### config.mk
export PLATFORM = sky130hd
export DESIGN_NAME = axis_img_border_gen
export DESIGN_NICKNAME = d
export VERILOG_FILES = /design/src/rtl/axis_img_border_gen.sv
export SDC_FILE = /design/constraint.sdc
export NUM_CORES = 1
export LEC_CHECK = 0
export ABC_AREA = 1
export BUFFER_PORTS_ARGS = -buffer_cell sky130_fd_sc_hd__buf_2
export CAP_MARGIN = 10
export CELL_PAD_IN_SITES_DETAIL_PLACEMENT = 1
export CELL_PAD_IN_SITES_GLOBAL_PLACEMENT = 1
export CORE_UTILIZATION = 39
export CTS_CLUSTER_SIZE = 40
export DETAILED_ROUTE_END_ITERATION = 16
export PLACE_DENSITY = 0.87
export SYNTH_ARGS = -nofsm -noshare
export SYNTH_HDL_FRONTEND = slang
export SYNTH_SLANG_ARGS = --single-unit
### constraint.sdc
create_clock -name axis_aclk -period 2 [get_ports axis_aclk]
set_input_delay 0.1 -clock axis_aclk [delete_from_list [all_inputs] [get_ports axis_aclk]]
set_output_delay 0.1 -clock axis_aclk [all_outputs]
set_load 0.05 [all_outputs]
### src/rtl/axis_img_border_gen.sv
// axis_img_border_gen: pads a 16-bit AXIS frame with BORDER constant pixels and tags originals; err_cnt under AXIS_IMG_BORDER_GEN_ERR_CNT_EN.
// Latency: 1 cycle input to output, one beat per clock when unstalled, plus one start cycle per frame.
// Backpressure: m_axis_* hold and s_axis_tready drops while m_axis_tvalid & ~m_axis_tready.
module axis_img_border_gen #(
    parameter int          IMG_WIDTH       = 640,
    parameter int          IMG_HEIGHT      = 512,
    parameter int          BORDER          = 2,
    parameter logic [15:0] BYPASS_BIT_MASK = 16'h4000,
    parameter logic [15:0] BORDER_VALUE    = 16'h0000
) (
    input  logic        axis_aclk,
    input  logic        axis_aresetn,
    input  logic [15:0] s_axis_tdata,
    input  logic        s_axis_tvalid,
    output logic        s_axis_tready,
    input  logic        s_axis_tlast,
    input  logic        s_axis_tuser,
    output logic [15:0] m_axis_tdata,
    output logic        m_axis_tvalid,
    input  logic        m_axis_tready,
    output logic        m_axis_tlast,
    output logic        m_axis_tuser,
    output logic [15:0] err_cnt
);
    localparam int OW = IMG_WIDTH + 2 * BORDER;
    localparam int OH = IMG_HEIGHT + 2 * BORDER;
    localparam int CW = $clog2(OW);
    localparam int RW = $clog2(OH);

    localparam logic [CW-1:0] COL_ONE     = CW'(1);
    localparam logic [CW-1:0] COL_LAST    = CW'(OW - 1);
    localparam logic [CW-1:0] COL_LO      = CW'(BORDER);
    localparam logic [CW-1:0] COL_HI      = CW'(BORDER + IMG_WIDTH);
    localparam logic [CW-1:0] COL_IN_LAST = CW'(BORDER + IMG_WIDTH - 1);
    localparam logic [RW-1:0] ROW_ONE     = RW'(1);
    localparam logic [RW-1:0] ROW_LAST    = RW'(OH - 1);
    localparam logic [RW-1:0] ROW_LO      = RW'(BORDER);
    localparam logic [RW-1:0] ROW_HI      = RW'(BORDER + IMG_HEIGHT);

    typedef enum logic {ST_IDLE, ST_SCAN} state_t;

    state_t        state, state_nxt;
    logic [CW-1:0] col, col_nxt;
    logic [RW-1:0] row, row_nxt;
    logic [15:0]   tdata_nxt;
    logic          tvalid_nxt, tlast_nxt, tuser_nxt;
    logic          adv, interior, load;

    assign adv      = !m_axis_tvalid || m_axis_tready;
    assign interior = (row >= ROW_LO) && (row < ROW_HI) && (col >= COL_LO) && (col < COL_HI);

    always_ff @(posedge axis_aclk or negedge axis_aresetn) begin
        if (!axis_aresetn) begin
            state         <= ST_IDLE;
            col           <= '0;
            row           <= '0;
            m_axis_tdata  <= '0;
            m_axis_tvalid <= 1'b0;
            m_axis_tlast  <= 1'b0;
            m_axis_tuser  <= 1'b0;
        end else begin
            state         <= state_nxt;
            col           <= col_nxt;
            row           <= row_nxt;
            m_axis_tdata  <= tdata_nxt;
            m_axis_tvalid <= tvalid_nxt;
            m_axis_tlast  <= tlast_nxt;
            m_axis_tuser  <= tuser_nxt;
        end
    end

    always_comb begin
        state_nxt     = state;
        col_nxt       = col;
        row_nxt       = row;
        tdata_nxt     = m_axis_tdata;
        tvalid_nxt    = m_axis_tvalid;
        tlast_nxt     = m_axis_tlast;
        tuser_nxt     = m_axis_tuser;
        s_axis_tready = 1'b0;
        load          = 1'b0;
        case (state)
            ST_IDLE: begin
                if (m_axis_tready) tvalid_nxt = 1'b0;
                // Start-of-frame beat is left on the bus for the first interior slot.
                s_axis_tready = s_axis_tvalid && !s_axis_tuser;
                if (s_axis_tvalid && s_axis_tuser) begin
                    state_nxt = ST_SCAN;
                    col_nxt   = '0;
                    row_nxt   = '0;
                end
            end
            ST_SCAN: begin
                if (interior) begin
                    s_axis_tready = adv;
                    if (adv && s_axis_tvalid) begin
                        load      = 1'b1;
                        tdata_nxt = s_axis_tdata | BYPASS_BIT_MASK;
                    end else if (adv) begin
                        tvalid_nxt = 1'b0;
                    end
                end else if (adv) begin
                    load      = 1'b1;
                    tdata_nxt = BORDER_VALUE & ~BYPASS_BIT_MASK;
                end
                if (load) begin
                    tvalid_nxt = 1'b1;
                    tuser_nxt  = (row == '0) && (col == '0);
                    tlast_nxt  = (col == COL_LAST);
                    if (col == COL_LAST) begin
                        col_nxt = '0;
                        if (row == ROW_LAST) begin
                            row_nxt   = '0;
                            state_nxt = ST_IDLE;
                        end else begin
                            row_nxt = row + ROW_ONE;
                        end
                    end else begin
                        col_nxt = col + COL_ONE;
                    end
                end
            end
            default: state_nxt = ST_IDLE;
        endcase
    end

`ifdef AXIS_IMG_BORDER_GEN_ERR_CNT_EN
    logic consumed, err_hit;

    always_comb begin
        consumed = (state == ST_SCAN) && interior && s_axis_tvalid && s_axis_tready;
        err_hit  = (consumed && ((s_axis_tlast != (col == COL_IN_LAST)) ||
                                 (s_axis_tuser && !((row == ROW_LO) && (col == COL_LO))))) ||
                   ((state == ST_IDLE) && s_axis_tvalid && !s_axis_tuser);
    end

    always_ff @(posedge axis_aclk or negedge axis_aresetn) begin
        if (!axis_aresetn) begin
            err_cnt <= '0;
        end else if (err_hit && (err_cnt != 16'hFFFF)) begin
            err_cnt <= err_cnt + 16'd1;
        end
    end
`else
    logic unused_tlast;
    assign unused_tlast = s_axis_tlast;
    assign err_cnt      = 16'h0000;
`endif

endmodule

==> key figures <==
Synthesis
  – Mapped Cells: between 300 and 400
  – Yosys cell types: 34
  – Largest cells by area after synthesis: dfrtp_1 (39%), nand2_1 (17%), nand3_1 (8.4%)
  – Post-synth EDFFs: 0
  – Async SR Flop Fraction: 100.0%
  – Seq/Total Area, Yosys: 39.27%
  – Top cell type's share of synthesized area: between 30% and 40%
  – Ys Warns: 0
  – Commonest cells in the synthesized netlist: nand2_1 (113), nand3_1 (43), dfrtp_1 (40)
  – Most frequent cell after synthesis: nand2_1
  – Yosys reg bits: 40
  – Syn Std Cell Area: around 2500 um2
  – Main synth FF type: dfrtp_1
  – Cell taking the most area after synthesis: dfrtp_1
  – Mapped Avg Cell Area: ~7.5 um2

Critical path
  – Setup crit end kind: primary output
  – Critical path's largest stage delay: 460 ps
  – Crit-path cells: nor2_4 > nand3_4 > a21oi_4 > nand4_4 > o31ai_2 > buf_4
  – CP Launch Type: flip-flop
  – Delay-heaviest family, CP: flip-flops
  – CP Buf/Inv Count: 1
  – Flop-to-flop setup slack: about 110 ps
  – Critical path arrival: around 1800 ps
  – Setup Crit Path Kind: reg -> out
  – Critical path data required time: 1900 ps
  – Peak fanout along the critical path: 6
  – Critical-path top delay cell: dfrtp_2

Detailed routing
  – Vias per cell: a little over 5
  – Wirelength, routed: around 7000 um
  – First-pass DRT Iterations: 4
  – Starting DRT DRC Count: just under 90
  – Drt drc: 0
  – DR WL/cell: ~15 um
  – Post-detailed-route count of antenna-violating nets: 0
  – Via Count: 2381

Final layout
  – Fillers: about 810
  – Synth-to-Final Area Change: 18.56%
  – Footprint of the multi-input gates: 1333 um2
  – Final instance area: approximately 3000 um2
  – Post-layout util: 47.86%
  – Layout net count: 423
  – Sequential cell area: between 1000 and 1500 um2
  – Post-route non-filler standard cell count: between 400 and 500
  – Layout cells sized above 1: between 20% and 30%
  – Antenna cell count: 0

Run
  – Max cap viols: 0

GRT
  – Total GRT Usage: about a fifth
  – Initial antenna violation count: 0
  – Largest net degree at the start of global routing: 24
  – Vias in the first global route: 2506
  – Global-route wire length before repair: ~12000 um
  – Remaining Overflow, GRT: 0

Clock tree
  – CTS tree: built
  – Clk buf depth: 2
  – CTS clk-pin slew, worst paths: 90 ps
  – Worst skew pair latency: 300 ps
  – H-tree levels: 2
  – Clk root buf: clkbuf_8
  – Sink Count: 40
  – Inserted Clock Buffers: 5

Die
  – Core area: between 6000 and 7000 um2
  – Die footprint: between 6000 and 7000 um2
  – Initial Util: 40.37%
  – Rows: 29
  – Die Width: about 83 um
  – Die height: a little over 80 um
  – IO Count: between 50 and 60

STA
  – Final min period: roughly 1900 ps
  – Final Hold Fails: 0
  – Tcrit/Tclk final: between 90 and 100%
  – Skew final: a little under 9 ps
  – Hold WS: ~1.4 ps
  – Max-slew violations: 0
  – Max frequency: 0.5223 GHz
  – Final setup fails: 0

Power
  – LEAKAGE: ~1.7 nW
  – Max VDD drop: 0.0003540 V
  – Power per Cell Area: 737.5 nW/um2

Placed design
  – GP Congestion: 0.7985
  – Placed insts: between 400 and 500
  – Area after DPL: 2745 um2
  – Port Buffers: 39
  – Post-DP HPWL: between 4000 and 5000 um

Run status
  – Outcome: completed

Hold path
  – Hold crit path type: in -> reg
worst min-delay path: stages:
cell and delay (ps):
buf_2 70, nand2_1 50, nand2_1 50
metrics by stage:
step	setup slack (ps)	TNS, ps	power (mW)
2_1_floorplan	180.5	0	1.443
3_3_place_gp	183.6	0	1.527
3_5_place_dp	97.25	0	1.556
4_1_cts	24.79	0	2.128
5_1_grt	-62.90	-805.4	2.377
6_report	85.38	0	2.228
area by class of cell:
type	count	share of cell area (%)
clock buffer	6	2.402
tap	77	3.188
clock inverter	2	0.5383
multi-input combinational	262	44.10
inverter	24	2.981
timing repair buffer	62	13.42
sequential	40	33.37
power by group:
group	internal, mW	total (mW)	switching, mW	leakage, nW
Clock	0.248	0.555	0.307	0.0414
Sequential	0.879	0.977	0.0986	0.532
Combinational	0.269	0.696	0.427	1.08
Total	1.40	2.23	0.832	1.66
registers in the layout, indices dropped and copies added (netlist names):
signal	flops
m_axis_tvalid	1
m_axis_tdata	16
m_axis_tuser	1
m_axis_tlast	1
state	1
row	10
col	10
layout by cell type, fill, tap and decap left out, drive strengths merged, types with 9 or more instances in the layout:
| master | Yosys | layout |
|---|---|---|
| buf | 23 | 53 |
| conb | 1 | 16 |
| dfrtp | 40 | 40 |
| dlygate4sd3 | 0 | 9 |
| inv | 24 | 24 |
| nand2 | 116 | 116 |
| nand3 | 47 | 47 |
| nand4 | 9 | 9 |
| nor2 | 43 | 43 |
layer usage:
metal  up-vias  routed length, um  global-route usage (%)
met4         0                 75                   6.113
met5         -                  0                       0
li1       1151                  -                       -
met2        48               3732                   37.78
met1      1175               3018                   24.75
met3         7                246                   3.181
cells by family after synthesis:
| family | synth area share (%) |
|---|---|
| xor gates and xnor gates | 2.406 |
| AOI/OAI and AO/OA | 2.553 |
| and+or+nand+nor | 40.94 |
| buffers and inverters | 11.73 |
| adders and majority gates | 2.945 |
| other | 0.1471 |
| DFF | 39.27 |
path summary, 6_finish.rpt:
path                                                from                            to  cells past startpoint
worst max-delay path                  col[4]$_DFFE_PN0P_                 s_axis_tready                      6
worst min-delay path                    s_axis_tdata[13]  m_axis_tdata[13]$_DFFE_PN0P_                      3
worst max register to register        row[0]$_DFFE_PN0P_   m_axis_tdata[2]$_DFFE_PN0P_                     11
worst min register to register  m_axis_tlast$_DFFE_PN0P_      m_axis_tlast$_DFFE_PN0P_                      2
max in group asynchronous                   axis_aresetn   m_axis_tdata[9]$_DFFE_PN0P_                      3
min in group asynchronous                   axis_aresetn            row[9]$_DFFE_PN0P_                      2
timing repair:
item | in CTS | in global routing
gates resized for setup | 1 | 14
pin swaps | 0 | 4
endpoints found under the setup margin | 1 | 37
hold buffers | 9 | 0
buffers inserted | 0 | 8
hold endpoints to repair | 26 | 0
No activity file was read; power rests on OpenSTA's default activity.
